--- src/rtl/leaf_stream_sender.sv ---
// Credit-based stream sender for a BFT leaf: wraps user words into addressed
// packets, tracks remote buffer credits and replays the output on resend.
module leaf_stream_sender #(
    parameter int PACKET_BITS           = 49,
    parameter int PAYLOAD_BITS          = 32,
    parameter int NUM_LEAF_BITS         = 3,
    parameter int NUM_PORT_BITS         = 4,
    parameter int NUM_ADDR_BITS         = 7,
    parameter int NUM_BRAM_ADDR_BITS    = 7,
    parameter int FREESPACE_UPDATE_SIZE = 64
) (
    input  logic                          clk,
    input  logic                          reset,
    input  logic [NUM_LEAF_BITS-1:0]      dest_leaf,
    input  logic [NUM_PORT_BITS-1:0]      dest_port,
    input  logic [PAYLOAD_BITS-1:0]       din_leaf_user2sender,
    input  logic                          vld_user2sender,
    output logic                          ack_sender2user,
    output logic [PACKET_BITS-1:0]        dout_sender2bft,
    input  logic                          resend,
    input  logic [PACKET_BITS-1:0]        din_bft2sender,
    output logic [NUM_BRAM_ADDR_BITS:0]   credits,
    output logic                          err_credit_overflow,
    output logic [1:0]                    fsm_state
);

    localparam int ADDR_FIELD  = PACKET_BITS - 1 - NUM_LEAF_BITS - NUM_PORT_BITS - PAYLOAD_BITS;
    localparam int PORT_LSB    = PAYLOAD_BITS + ADDR_FIELD;
    localparam int LEAF_LSB    = PORT_LSB + NUM_PORT_BITS;
    localparam int CW          = NUM_BRAM_ADDR_BITS + 1;
    localparam int SUMW        = CW + 1;
    localparam int MAX_CREDITS = 1 << NUM_BRAM_ADDR_BITS;

    typedef enum logic [1:0] {
        IDLE = 2'd0,
        SEND = 2'd1,
        HOLD = 2'd2
    } state_t;

    state_t                   state;
    logic [NUM_ADDR_BITS-1:0] wr_addr;
    logic                     credit_in;
    logic [SUMW-1:0]          credit_sum;
    logic                     credit_over;
    logic [PACKET_BITS-1:0]   next_pkt;
    logic                     unused_bits;

    // Only the valid bit and the port field identify a credit return.
    assign credit_in = din_bft2sender[PACKET_BITS-1] &&
                       (din_bft2sender[PORT_LSB +: NUM_PORT_BITS] == NUM_PORT_BITS'(1));
    assign unused_bits = ^{din_bft2sender[PORT_LSB-1:0], din_bft2sender[PACKET_BITS-2:LEAF_LSB]};

    assign ack_sender2user = vld_user2sender && (credits != '0) && !resend && !reset;

    assign credit_sum  = SUMW'(credits)
                       + (credit_in ? SUMW'(FREESPACE_UPDATE_SIZE) : SUMW'(0))
                       - SUMW'(ack_sender2user);
    assign credit_over = credit_sum > SUMW'(MAX_CREDITS);

    assign next_pkt = {1'b1, dest_leaf, dest_port,
                       {(ADDR_FIELD - NUM_ADDR_BITS){1'b0}}, wr_addr,
                       din_leaf_user2sender};

    assign fsm_state = state;

    always_ff @(posedge clk or posedge reset) begin
        if (reset) begin
            state               <= IDLE;
            dout_sender2bft     <= '0;
            wr_addr             <= '0;
            credits             <= CW'(MAX_CREDITS);
            err_credit_overflow <= 1'b0;
        end else begin
            credits <= credit_over ? CW'(MAX_CREDITS) : credit_sum[CW-1:0];
            if (credit_over)
                err_credit_overflow <= 1'b1;
            if (ack_sender2user)
                wr_addr <= wr_addr + NUM_ADDR_BITS'(1);

            case (state)
                IDLE: begin
                    if (ack_sender2user) begin
                        state           <= SEND;
                        dout_sender2bft <= next_pkt;
                    end else begin
                        dout_sender2bft <= '0;
                    end
                end
                SEND, HOLD: begin
                    // A rejected packet stays on the output until the BFT takes it.
                    if (resend) begin
                        state <= HOLD;
                    end else if (ack_sender2user) begin
                        state           <= SEND;
                        dout_sender2bft <= next_pkt;
                    end else begin
                        state           <= IDLE;
                        dout_sender2bft <= '0;
                    end
                end
                default: begin
                    state           <= IDLE;
                    dout_sender2bft <= '0;
                end
            endcase
        end
    end

endmodule

--- config.mk ---
export PLATFORM = sky130hd
export DESIGN_NAME = leaf_stream_sender
export DESIGN_NICKNAME = d
export VERILOG_FILES = /design/src/rtl/leaf_stream_sender.sv
export SDC_FILE = /design/constraint.sdc
export NUM_CORES = 1
export LEC_CHECK = 0
export ABC_CLOCK_PERIOD_IN_PS = 4400
export CORE_UTILIZATION = 29
export CTS_BUF_LIST = sky130_fd_sc_hd__clkbuf_2
export DETAILED_ROUTE_END_ITERATION = 8
export PLACE_DENSITY = 0.66
export SYNTH_ARGS = -nofsm -noshare
export SYNTH_HDL_FRONTEND = slang
export SYNTH_SLANG_ARGS = --single-unit
--- constraint.sdc ---
create_clock -name clk -period 4.4 [get_ports clk]
set_input_delay 0.66 -clock clk [delete_from_list [all_inputs] [get_ports clk]]
set_output_delay 0.66 -clock clk [all_outputs]
set_load 0.005 [all_outputs]
* Word level (Yosys, flattened, before mapping) *
Cells that the tools add are included.

cells by class
  order comparisons = 1
  muxes and demuxes = 9
  reduce and logical (&&, ||, !) cells = 9
  eq/ne operators = 5
  add/subtract/negate cells = 3

operator list
  kind                   count
  $mux W49               2
  $pmux W49 S2           1
  $add A8 B7 Y9          1
  $gt A9 B8 Y1 const B   1
  $sub A9 B1 Y9          1
  $mux W8                1
  $reduce_bool A8 Y1     1
  $add A7 B1 Y7 const B  1
  $mux W7                1
  $eq A4 B1 Y1 const B   1
  $logic_and A1 B1 Y1    4
  $mux W2                2
  $ne A2 B2 Y1 const B   2
  $pmux W2 S2            1
  $eq A2 B1 Y1 const B   1
  $eq A2 B2 Y1 const B   1
  $logic_not A1 Y1       2
  $logic_not A2 Y1       1
  $reduce_or A2 Y1       1
  $mux W1                1

storage, ports and cells
  logic and storage cells = 32
  input bits = 92
  output and inout port bits = 61
  flip-flop bits (word level) = 67

* Depth between registers and ports, before layout *
  depth after elaboration = 7
  depth in mapped cells = 15
  gate-level depth less buffers = 15

* Worst setup path before layout *
OpenSTA, ideal clock, no wires.

  path type = reg2reg
  from = register credits[1]
  to = register err_credit_overflow
  library setup time = 0.131 ns
  required time = 4.269 ns
  arrival time = 3.580 ns
  buffers on the path = 0
  stages on the path, launching flop included = 14
  period minus slack after synthesis = 3.712 ns
  setup slack = 0.688 ns
  path through = dfrtp_1 or4_1 o211ai_2 inv_1 ha_1 inv_1 ha_1 inv_1 fa_1 or3b_1 and2_1 xor2_1 o41a_1 or3_1

on the way
  longest elaborated chain between the ends = 6
  elaborated cells on any way between the ends = 7
  classes of those cells = add/sub: 2; order compare: 1; reduce/logical: 4

RTL lines
  element                           RTL line  RTL
  from (decl)                       22        output logic [NUM_BRAM_ADDR_BITS:0] credits,
  from (signal assigned)            71        credits <= CW'(MAX_CREDITS);
  from (signal assigned)            74        credits <= credit_over ? CW'(MAX_CREDITS) : credit_sum[CW-1:0];
  $reduce_bool A8 Y1                53        assign ack_sender2user = vld_user2sender && (credits != '0) && !resend && !reset;
  $logic_and A1 B1 Y1 (3 in a row)  53
  named net ack_sender2user         18        output logic ack_sender2user,
  $sub A9 B1 Y9                     57        - SUMW'(ack_sender2user);
  $gt A9 B8 Y1                      58        assign credit_over = credit_sum > SUMW'(MAX_CREDITS);
  to (signal assigned)              72        err_credit_overflow <= 1'b0;
  to (signal assigned)              76        err_credit_overflow <= 1'b1;
  to (decl)                         23        output logic err_credit_overflow,

The timed path passes the listed nets, and every way through them passes these cells.
A chain may end at the register's enable or synchronous reset.

* Worst setup path after layout *
  from = register credits[1]
  to = register err_credit_overflow

on the way
  longest elaborated chain between the ends = 6
  elaborated cells on any way between the ends = 7
  classes of those cells = add/sub: 2; order compare: 1; reduce/logical: 4

RTL lines
  element                                                RTL line
  branches (longest 4 deep; another with $add A8 B7 Y9)  --
  $sub A9 B1 Y9 *                                        57
  $gt A9 B8 Y1 *                                         58

Every way passes the cells marked *.

==> results by group <==
Synthesis
  • Sequential share of the synthesized area: 58.05%
  • Ranking of synthesized cells by area: dfrtp_1, a22o_1, ha_1, xnor2_1, inv_1
  • Yosys cell types: 40
  • Post-synth EDFFs: 0
  • #FFs+latches synth: 65
  • Synth top area share: 57.12%
  • Netlist Area Pre-Place: 0.002804 mm^2
  • Top_reg_cell synth: dfrtp_1
  • FFs w/ async S/R, synth: 100.0%
  • Synth area leader: dfrtp_1
  • Post-synthesis cell count: 224
  • Synth Warn #: 0
  • Syn avg cell area: 12.52 um^2

Final layout
  • Inserted Diodes: 0
  • NumNets Final: 439
  • Share of layout cells above drive strength 1: 7.715%
  • Final cell count without fillers: 466
  • Layout fillers: 909
  • Area Overhead vs Synth: 46.36%
  • Finished Core Util: 44.20%
  • Leading cell types in the layout, fill and taps excluded: clkdlybuf4s50_1, dfrtp_1, a22o_1
  • Most common cell after layout, fill and taps aside: clkdlybuf4s50_1

Worst setup path
  • Critical path arrival: 4.37 ns
  • CP startpoint kind: flip-flop
  • Cell repeated most along the worst path: inv_1
  • Buf/Inv on CP: 3
  • Family with the most delay on the worst path: simple AND/OR/NAND/NOR gates
  • CP Capture Type: flip-flop
  • Crit-path slowest cell: or4_1
  • Data required, critical path: 4.77 ns
  • Worst path max stage delay: 0.53 ns
  • Crit Path Class: reg2reg
  • CP max FO: 6
  • Worst path cell trace: or4_1, o211ai_2, inv_1, ha_1, inv_1, ha_1, inv_1, fa_1, or3b_1, and2_1, xor2_1, o41a_1, or3_1

Global route
  • Total global-route track usage: 13.90%
  • Number of global-route vias before repair: 2197
  • Initial antenna violation count: 0
  • Global-route wire length before repair: 10810 um
  • Congestion Overflow GR: 0
  • Largest net degree at the start of global routing: 50

Drt
  • Drt drc: 0
  • Routed len/inst: 14.32 um
  • Iteration count of the initial detailed-routing pass: 4
  • Vias: 2149
  • Antenna violation net count after detailed routing: 0
  • WL final: 6672 um
  • Vias per inst: 4.612
  • 1st-iter DRT viols: 62

Floorplan
  • Initial core utilization: 30.20%
  • Cell row count: 35
  • Die width: 100.3 um
  • Die ar.: 0.01007 mm^2
  • Core area: 0.009284 mm^2
  • Die Y: 100.3 um
  • # IOs: 153

Power
  • Sequential group share of total power: 39.0%
  • Peak VDD IR: 179.6 uV
  • PD cells: 477.7 mW/mm^2
  • Clock power frac: 17.4%
  • Sw frac: 35.99%
  • Int Power: 1.255 mW
  • Pleak: 1.846 nW
  • Total Power: 1.960 mW
  • Comb power frac: 43.6%
  • Switching power: 0.7055 mW

STA
  • Hold slack: 0.5088 ns
  • Final clock skew: 0.01678 ns
  • # setup viols final: 0
  • Max-slew violations: 0
  • Period Utilization, post-route: 90.82%
  • Setup tns final: 0 ns
  • Count of final hold-check violations: 0
  • Relative slew margins: 22.39%
  • Slew @ Worst Pin: 1.161 ns
  • Fmax: 0.2503 GHz
  • Unrepaired setup endpoints after global routing: false
  • Tmin final: 3.996 ns

CTS
  • H-tree depth: 3
  • # clock sinks: 65
  • CTS max path bufs: 2
  • CTS tree: yes
  • Worst-path clk slew: 0.17 ns
  • Clock Tree Root: clkbuf_2
  • Clock latency on the worst-skew pair: 0.46 ns
  • Post_cts resized: 0
  • TritonCTS Buffers: 9
  • Setup Fix Bufs, Post-CTS: 0
  • Hold Buf Count CTS: 0

Place
  • Detailed Place HPWL: 4591 um
  • GPL Wtd Cong: 0.7908
  • Dpl cells: 450
  • PortBufs: 106

Min path
  • Worst Hold Class: reg2reg

Outcome
  • Status: finished clean

Job
  • Max cap viols: 0
-- flip-flops by register name, indices dropped and copies added, names as in the netlist --
signal               cells
err_credit_overflow      1
fsm_state                2
wr_addr                  7
credits                  8
dout_sender2bft         47
-- per-stage QoR --
step / instance area, um^2 / setup WS, ns
2_1_floorplan: 2808 / 0.6883
3_3_place_gp: 4000 / 0.3459
3_5_place_dp: 4000 / 0.3179
4_1_cts: 4104 / 0.3972
5_1_grt: 4104 / 0.2590
6_report: 4104 / 0.4040
-- power by group through the flow --
stage | combinational, mW | clock, mW | sequential, mW
after floorplan | 0.552 | 0 | 0.766
after global placement | 0.839 | 0 | 0.775
after detailed placement | 0.855 | 0 | 0.777
after CTS | 0.861 | 0.356 | 0.766
after global routing | 0.947 | 0.387 | 0.779
final | 0.854 | 0.341 | 0.765
-- cell usage after synthesis, types with 2 or more instances --
master	instances
nor3b_1	4
inv_1	17
dfrtp_1	64
buf_4	2
and3_1	2
a21oi_1	5
nor2b_1	3
and2_1	2
xnor2_1	10
a22o_1	46
clkbuf_1	8
nor2_1	7
nor3_1	3
ha_1	14
nand4_1	3
nand2_1	10
-- cell type report --
class                   instances  area (um^2)  area share, %
clock inverters                 4        43.79          1.067
multi-input cells             131         1071          26.10
repair buffers                108         1076          26.22
well taps                     129        161.4          3.933
flip-flops and latches         65         1628          39.66
inverters                      17        63.81          1.555
clock buffers                  12        60.06          1.463
-- final timing paths --
check | end | slack, ns | from | cells after the start
max | err_credit_overflow$_DFFE_PP0N_ | 0.40 | credits[1]$_DFF_PP0_ | 13
min | err_credit_overflow$_DFFE_PP0N_ | 0.51 | err_credit_overflow$_DFFE_PP0N_ | 1
max reg2reg | err_credit_overflow$_DFFE_PP0N_ | 0.40 | credits[1]$_DFF_PP0_ | 13
min reg2reg | err_credit_overflow$_DFFE_PP0N_ | 0.51 | err_credit_overflow$_DFFE_PP0N_ | 1
max in group asynchronous | dout_sender2bft[43]$_DFFE_PP0P_ | 2.84 | reset | 3
min in group asynchronous | credits[1]$_DFF_PP0_ | 0.72 | reset | 2
-- layer usage --
metal	routed length (um)	track usage, %	vias to the layer above	share of wire [%]
met2	3242	22.23	64	49
met1	3001	17.66	1056	45
met4	75	6.355	0	1.1
met3	353	3.552	6	5.3
met5	0	0	-	0
li1	-	-	1023	-
-- logic make-up (layout without fill, tap and decap cells) --
| group | Yosys count | count (layout) | synth area share, % |
|---|---|---|---|
| xor+xnor | 11 | 11 | 3.436 |
| other cells | 1 | 2 | 0.1337 |
| compound gates | 60 | 60 | 18.43 |
| flops | 65 | 65 | 58.05 |
| fa+ha+maj | 15 | 15 | 6.961 |
| simple gates | 42 | 42 | 8.390 |
| buf+inv | 29 | 141 | 4.194 |
| mux | 1 | 1 | 0.4016 |
No activity file was read; power rests on OpenSTA's default activity.
